File: config.mk
export PLATFORM = sky130hd
export DESIGN_NAME = serial_subtractor
export DESIGN_NICKNAME = d
export VERILOG_FILES = /design/src/rtl/serial_subtractor_pkg.sv /design/src/rtl/serial_subtractor_fs.sv /design/src/rtl/serial_subtractor.sv
export SDC_FILE = /design/constraint.sdc
export NUM_CORES = 1
export LEC_CHECK = 0
export ABC_AREA = 1
export CORE_MARGIN = 3
export CORE_UTILIZATION = 57
export CTS_CLUSTER_SIZE = 8
export DETAILED_ROUTE_END_ITERATION = 8
export PLACE_DENSITY = 0.93
export SYNTH_ARGS = -nofsm -noshare
export SYNTH_HDL_FRONTEND = slang
export SYNTH_SLANG_ARGS = --single-unit
File: constraint.sdc
create_clock -name sys_clk -period 2.3 [get_ports sys_clk]
set_input_delay 0.23 -clock sys_clk [delete_from_list [all_inputs] [get_ports sys_clk]]
set_output_delay 0.23 -clock sys_clk [all_outputs]
set_load 0.05 [all_outputs]
File: src/rtl/serial_subtractor_pkg.sv
// Shared constants for the bit-serial subtractor slice.
// Default operand width used by the top when not overridden.
package serial_subtractor_pkg;

  localparam int SS_DEF_WIDTH = 8;

endpackage

File: src/rtl/serial_subtractor_fs.sv
// One-bit full subtractor cell, purely combinational.
// Same port shape as full_adder so the two paths read alike.
module full_subtractor (
  input  logic in1,
  input  logic in2,
  input  logic bin,
  output logic diff,
  output logic bout
);

  logic w_x;

  assign w_x  = in1 ^ in2;
  assign diff = w_x ^ bin;
  assign bout = (~in1 & in2) | (~w_x & bin);

endmodule

File: src/rtl/serial_subtractor.sv
// Bit-serial subtractor: diff = minuend - subtrahend - bin, LSB first.
// One bit per clock through a single full_subtractor cell.
module serial_subtractor
  import serial_subtractor_pkg::*;
#(
  parameter int WIDTH = SS_DEF_WIDTH
) (
  input  logic             sys_clk,
  input  logic             sys_rst_n,
  input  logic             start,
  input  logic [WIDTH-1:0] minuend,
  input  logic [WIDTH-1:0] subtrahend,
  input  logic             bin,
  output logic             busy,
  output logic             done,
  output logic [WIDTH-1:0] diff,
  output logic             bout
);

  localparam int CNT_W = $clog2(WIDTH);

  localparam logic [1:0] S_IDLE = 2'd0;
  localparam logic [1:0] S_RUN  = 2'd1;
  localparam logic [1:0] S_DONE = 2'd2;

  logic [1:0]       r_state;
  logic [WIDTH-1:0] r_a_sr;
  logic [WIDTH-1:0] r_b_sr;
  logic [WIDTH-1:0] r_d_sr;
  logic [WIDTH-1:0] r_diff;
  logic [CNT_W-1:0] r_cnt;
  logic             r_br;
  logic             r_bout;
  logic             r_busy;
  logic             r_done;

  logic             w_d;
  logic             w_br_nxt;
  logic             w_last;
  logic [WIDTH-1:0] w_d_nxt;

  full_subtractor u_fs (
    .in1  (r_a_sr[0]),
    .in2  (r_b_sr[0]),
    .bin  (r_br),
    .diff (w_d),
    .bout (w_br_nxt)
  );

  assign w_d_nxt = {w_d, r_d_sr[WIDTH-1:1]};
  assign w_last  = (r_cnt == CNT_W'(WIDTH - 1));

  // busy/done are registered alongside the state so start never
  // reaches them combinationally.
  always_ff @(posedge sys_clk or negedge sys_rst_n) begin
    if (!sys_rst_n) begin
      r_state <= S_IDLE;
      r_a_sr  <= '0;
      r_b_sr  <= '0;
      r_d_sr  <= '0;
      r_diff  <= '0;
      r_cnt   <= '0;
      r_br    <= 1'b0;
      r_bout  <= 1'b0;
      r_busy  <= 1'b0;
      r_done  <= 1'b0;
    end else begin
      r_done <= 1'b0;
      unique case (r_state)
        S_IDLE: begin
          if (start) begin
            r_a_sr  <= minuend;
            r_b_sr  <= subtrahend;
            r_br    <= bin;
            r_cnt   <= '0;
            r_busy  <= 1'b1;
            r_state <= S_RUN;
          end
        end
        S_RUN: begin
          r_br   <= w_br_nxt;
          r_d_sr <= w_d_nxt;
          r_a_sr <= {1'b0, r_a_sr[WIDTH-1:1]};
          r_b_sr <= {1'b0, r_b_sr[WIDTH-1:1]};
          r_cnt  <= r_cnt + 1'b1;
          if (w_last) begin
            r_diff  <= w_d_nxt;
            r_bout  <= w_br_nxt;
            r_done  <= 1'b1;
            r_state <= S_DONE;
          end
        end
        S_DONE: begin
          r_busy  <= 1'b0;
          r_state <= S_IDLE;
        end
        default: begin
          r_busy  <= 1'b0;
          r_state <= S_IDLE;
        end
      endcase
    end
  end

  assign busy = r_busy;
  assign done = r_done;
  assign diff = r_diff;
  assign bout = r_bout;

endmodule

==> impl_metrics.csv, run 1 <==
group,metric,value,unit
drt,first_iter_violations,112,
drt,via_count,1520,
final_layout,synthToLayoutAreaGrowth,18.78,%
global_route,grt_pass1_wl,6.230,mm
floorplanning,initial_core_util,59.76,%
critical_path,cp-start-kind,"flop",
power_and_ir_drop,intPower,2.062,mW
power_and_ir_drop,comb_power_share,46.4,%
global_route,grt_pass1_vias,1337,
critical_path,crit_type,"flop to primary output",
drt,via_per_inst,5.050,
power_and_ir_drop,swShare,42.11,%
critical_path,r2r_cells,6,
cts,clock-sinks,40,
min_path,hold_path_class,"input pin to flop",
sta,fin_setup_tns,0,ns
sta,fin_crit,1.769,ns
synthesis,synth_fp_nets,249,
final_layout,drive_gt1_share,15.29,%
placed_design,port-buffer-count,30,
drt,first_pass_iters,5,
min_path,hold_start,"subtrahend[7]",
critical_path,required,2.07,ns
final_layout,fin_nets,277,
critical_path,r2r_slack,0.78,ns
critical_path,crit_path_max_incr_delay,0.81,ns
floorplanning,fp.dieH,65.62,um
critical_path,worstPathMaxFanout,2,
min_path,hold_end,"r_b_sr[7]",
sta,rsz0062_at_grt,"no",
critical_path,crit_slowest_cell,"clkdlybuf4s50_1",
drt,ant_nets,0,
floorplanning,io_pins,31,
synthesis,synth_top_family_by_area,"simple AND/OR/NAND/NOR gates",
synthesis,synth_mux_area_share,0,%
power_and_ir_drop,peakVddDrop,866.3,uV
cts,numCtsBuffers,5,
sta,finalCritPeriodShare,76.89,%
sta,fmax,0.5654,GHz
power_and_ir_drop,seq_power_share,34.5,%
global_route,grt_antenna_before_repair,0,
synthesis,synth-simple-area-share,26.62,%
critical_path,r2r_start,"r_state[0]",
synthesis,yosysWarnings,0,
synthesis,synth_cells,226,
critical_path,r2r-end,"diff[4]",
power_and_ir_drop,power,3.561,mW
drt,post-route-drc-count,0,
cts,root_buffer,"clkbuf_4",
cts,clk_pin_slew_worst_paths,0.12,ns
placed_design,dpl.hpwl,2.339,mm
synthesis,synth_compound_area_share,7.844,%
power_and_ir_drop,leakage,1.257,nW
sta,setup_violations,0,
synthesis,synth_cell_type_count,21,
cts,clkLatencyLatePin,0.35,ns
drt,drt-total-wl,3.618,mm
synthesis,syn_avg_cell_area,8.963,um^2
synthesis,synth_xor_xnor_area_share,0,%
power_and_ir_drop,p_per_area,1480,nW/um^2
synthesis,syn_area,2026,um^2
global_route,grt_overflow,0,
synthesis,synth_seq_cells,40,
sta,holdWs,0.4637,ns
floorplanning,design.die.area,4305,um^2
sta,drv_slew,0,
placed_design,place_congestion,0.8214,
critical_path,arrival,1.54,ns
cts,cts_tree,"yes",
placed_design,dp.cells,292,
critical_path,path_delay_family,"buffers and inverters",
power_and_ir_drop,p_sw,1.500,mW
global_route,grt_max_degree,49,
power_and_ir_drop,pwr-share-clk,19.1,%
drt,wl_per_cell,12.02,um
cts,clk_path_buf_depth,2,
synthesis,ys_seq_area_share,49.41,%
cts,cts_resized,0,
global_route,grtUsageTotal,19.08,%
status,status,"finished clean",
cts,post_cts_buffers,0,
critical_path,crit_path_cell_trace,"clkdlybuf4s50_1",
floorplanning,core-area,3390,um^2
final_layout,antenna_cells,0,
sta,relSlewSlack,43.79,%
final_layout,final_cells,301,
sta,finalHoldViolations,0,
sta,worst_pin_slew,0.8431,ns
min_path,holdPathStages,3,
run,cap_violations,0,
critical_path,critPathBufInv,1,
sta,skew,0.005501,ns
floorplanning,row_count,21,
cts,htree_levels,2,
critical_path,crit_path_end_kind,"primary output",
floorplanning,die_x,65.62,um
synthesis,synthAdderAreaFrac,2.224,%
[worst max path at each step]
stage / from / endpoint / cells after the start
6_report: diff[6] / diff[6] / 1
3_3_place_gp: r_state[1] / r_b_sr[3] / 5
3_5_place_dp: r_state[0] / diff[4] / 6
4_1_cts: diff[6] / diff[6] / 1
5_1_grt: diff[7] / diff[7] / 1
2_1_floorplan: r_cnt[0] / diff[0] / 6
[power groups by stage]
stage | combinational, mW | clock (mW) | sequential, mW
global route | 1.83 | 0.718 | 1.26
global placement | 1.59 | 0 | 1.23
finish | 1.65 | 0.680 | 1.23
floorplan | 1.17 | 0 | 1.45
CTS | 1.66 | 0.685 | 1.22
detailed placement | 1.64 | 0 | 1.23
[cells in the mapped netlist (all sizes together)]
| master | number | area (um^2) |
|---|---|---|
| dfrtp | 40 | 1001 |
| nand2 | 60 | 285.3 |
| nand3 | 47 | 235.2 |
| o21ai | 18 | 150.1 |
| nor2 | 3 | 18.77 |
| fa | 1 | 20.02 |
| a21oi | 1 | 8.760 |
| inv | 43 | 163.9 |
| ha | 2 | 25.02 |
| buf | 11 | 117.6 |
[timing repair]
action	4_1_cts	5_1_grt
hold buffers	1	0
hold endpoints to repair	31	0
setup endpoints to repair	0	0
[cells in the final DEF, fill, tap and decap left out, drive strengths merged]
cell type and n:
ha 2, dlygate4sd3 1, buf 2, dfrtp 40, bufinv 3, clkbuf 5, nor2 3, nand3 47
a21oi 1, inv 43, fa 1, nand2 60, o21ai 18, clkdlybuf4s50 29
[stage by stage]
step / worst slack (ns) / utilization, % / instance area [um^2]
6_report: 0.5314 / 70.99 / 2406
5_1_grt: 0.4664 / 70.99 / 2406
4_1_cts: 0.5193 / 70.99 / 2406
3_5_place_dp: 0.8155 / 66.93 / 2268
3_3_place_gp: 0.8848 / 66.93 / 2268
2_1_floorplan: 1.038 / - / 2026
[sequential cells by signal (all words and copies together) (netlist names)]
name	count
busy	1
r_state	2
diff	8
done	1
r_cnt	3
r_b_sr	8
r_br	1
bout	1
r_d_sr	7
r_a_sr	8
[metal layers]
layer	track usage [%]	vias up	share of wire (%)
li1	-	756	-
met1	27.02	714	45
met2	28.70	43	48
met3	3.761	7	4.3
met4	7.772	0	1.9
met5	0	-	0
[layout make-up]
| class | count | area [um^2] |
|---|---|---|
| Clock inverter | 3 | 90.09 |
| Timing Repair Buffer | 32 | 312.8 |
| Sequential cell | 40 | 1001 |
| Inverter | 43 | 163.9 |
| Tap cell | 46 | 57.56 |
| Multi-Input combinational cell | 132 | 743.2 |
| Fill cell | 239 | 983.4 |
| Clock buffer | 5 | 37.54 |
[kinds of logic after synthesis]
group,Yosys count
DFF,40
and+or+nand+nor,110
buffers and inverters,54
adders and majority gates,3
AOI/OAI and AO/OA,19
(Power assumes the default switching activity.)
==> inputs of run 2 (changes only) <==
CORE_UTILIZATION = 53   (was 57)
PLACE_DENSITY = 0.88   (was 0.93)
clock period = 1.7 ns   (was 2.3 ns; I/O delays follow)
==> run 2 against run 1 <==
  * Setup slack got worse by 0.47 ns
  * Die area up 6.8%
  * Wire length grew 0.22%
  * Sequential power increased by 37%
  * Utilization decreased by 2.1 points
  * Hold slack lost 0.12 ns
  * Highest routed layer unchanged
  * Global-route usage is 0.66 points lower
  * First-iteration DRC count did not move
  * Clock skew grew 0.0053 ns
  * Combinational power up 36%
  * Clock power down 3%
==> impl_metrics.csv, run 2 (synthesis gave the netlist of run 1 again) <==
group,metric,value,unit
critical_path,crit_slowest_cell,"clkdlybuf4s50_1",
cts,clk_pin_slew_worst_paths,0.08,ns
min_path,hold_path_class,"input pin to asynchronous set/reset pin",
sta,relSlewSlack,65.38,%
sta,fin_setup_tns,0,ns
power_and_ir_drop,p_sw,2.040,mW
floorplanning,row_count,21,
global_route,grt_antenna_before_repair,0,
sta,fin_crit,1.643,ns
drt,wl_per_cell,11.93,um
power_and_ir_drop,comb_power_share,49.0,%
drt,via_count,1515,
sta,drv_slew,0,
global_route,grt_pass1_wl,6.230,mm
drt,post-route-drc-count,0,
sta,finalHoldViolations,0,
power_and_ir_drop,pwr-share-clk,14.5,%
critical_path,crit_path_cell_trace,"clkdlybuf4s50_1",
floorplanning,fp.dieH,67.82,um
drt,ant_nets,0,
cts,post_cts_buffers,0,
cts,htree_levels,2,
cts,cts_tree,"yes",
cts,root_buffer,"clkbuf_8",
floorplanning,initial_core_util,57.97,%
critical_path,path_delay_family,"buffers and inverters",
final_layout,fin_nets,280,
cts,numCtsBuffers,5,
sta,finalCritPeriodShare,96.65,%
status,status,"finished clean",
sta,setup_violations,0,
global_route,grt_overflow,0,
power_and_ir_drop,peakVddDrop,1037,uV
final_layout,antenna_cells,0,
global_route,grtUsageTotal,18.42,%
critical_path,crit_type,"flop to primary output",
run,cap_violations,0,
final_layout,layout_commonest_cell,"nand2_1",
power_and_ir_drop,intPower,2.547,mW
global_route,grt_pass1_vias,1440,
power_and_ir_drop,p_per_area,1905,nW/um^2
power_and_ir_drop,seq_power_share,36.6,%
critical_path,worstPathMaxFanout,2,
final_layout,drive_gt1_share,16.28,%
final_layout,fin_util,68.89,%
floorplanning,io_pins,31,
placed_design,port-buffer-count,30,
critical_path,crit_path_end_kind,"primary output",
drt,drt-total-wl,3.626,mm
power_and_ir_drop,leakage,1.260,nW
power_and_ir_drop,swShare,44.48,%
sta,skew,0.01080,ns
critical_path,critPathBufInv,1,
final_layout,final_cell_mix,"51 x nand2_1, 47 x nand3_1, 41 x inv_1, 40 x dfrtp_1, 27 x clkdlybuf4s50_1",
critical_path,r2r_start,"r_cnt[0]",
floorplanning,die_x,67.82,um
sta,worst_pin_slew,0.5177,ns
drt,first_pass_iters,4,
drt,via_per_inst,4.984,
sta,fmax,0.6086,GHz
placed_design,place_congestion,0.7945,
power_and_ir_drop,power,4.587,mW
final_layout,synthToLayoutAreaGrowth,18.84,%
critical_path,arrival,1.47,ns
critical_path,cp-start-kind,"flop",
cts,clk_path_buf_depth,2,
floorplanning,design.die.area,4600,um^2
cts,clock-sinks,40,
drt,first_iter_violations,112,
sta,rsz0062_at_grt,"no",
global_route,grt_max_degree,29,
critical_path,crit_path_max_incr_delay,0.82,ns
critical_path,required,1.53,ns
floorplanning,core-area,3495,um^2
placed_design,dpl.hpwl,2.505,mm
cts,clkLatencyLatePin,0.30,ns
critical_path,crit_path_start,"diff[5]",
==> run 2: cell types whose count changed in the layout (fill, tap and decap cells not counted), sizes merged <==
cell           change
bufinv             -3
clkbuf             +2
dlymetal6s2s       +1
clkdlybuf4s50      -2
clkinvlp           +1
buf                +4
==> run 2: final timing paths <==
path	to	slack [ns]	cells past startpoint
worst min-delay path	r_state[0]	0.34	2
worst max register to register	diff[0]	0.31	6
max in group asynchronous	r_b_sr[3]	0.89	3
worst min register to register	diff[6]	0.48	2
worst max-delay path	diff[5]	0.06	1
min in group sys_clk	r_b_sr[7]	0.46	3
==> run 2: routing by layer <==
| layer | up-vias | GRT usage, % | routed length (um) | share of wire (%) |
|---|---|---|---|---|
| li1 | 760 | - | - | - |
| met1 | 724 | 22.80 | 1671 | 46 |
| met2 | 25 | 30.13 | 1736 | 48 |
| met3 | 6 | 5.911 | 154 | 4.2 |
| met4 | 0 | 6.948 | 63 | 1.7 |
| met5 | - | 0 | 0 | 0 |
==> run 2: cell type report <==
| cell class | count | area (um^2) |
|---|---|---|
| Clock buffer | 7 | 86.33 |
| Fill cell | 267 | 1087 |
| Tap cell | 46 | 57.56 |
| Multi-Input combinational cell | 132 | 743.2 |
| Clock inverter | 1 | 7.507 |
| Timing Repair Buffer | 35 | 347.8 |
| Sequential cell | 40 | 1001 |
| Inverter | 43 | 163.9 |
==> run 2: per-stage QoR <==
step / hold slack, ns / setup slack, ns / cells / cell area (um^2)
after floorplan: -0.1256 / 0.4379 / 226 / 2026
after global placement: 0.1460 / 0.3332 / 295 / 2301
after detailed placement: 0.1496 / 0.3101 / 295 / 2301
after CTS: 0.3599 / 0.03738 / 304 / 2405
after global routing: 0.3886 / 0.01314 / 304 / 2407
final: 0.3423 / 0.05701 / 304 / 2407
==> run 2: what timing repair did <==
item,CTS,global route
endpoints found under the setup margin,0,1
endpoints found under the hold margin,19,0
gates resized for setup,0,1
hold buffers,1,0
==> run 2: power by group through the flow <==
| stage | clock network (mW) | registers [mW] | logic (mW) |
|---|---|---|---|
| 2_1_floorplan | 0 | 1.97 | 1.59 |
| 6_report | 0.663 | 1.68 | 2.25 |
| 4_1_cts | 0.671 | 1.68 | 2.27 |
| 3_3_place_gp | 0 | 1.66 | 2.20 |
| 3_5_place_dp | 0 | 1.69 | 2.25 |
| 5_1_grt | 0.721 | 1.72 | 2.50 |
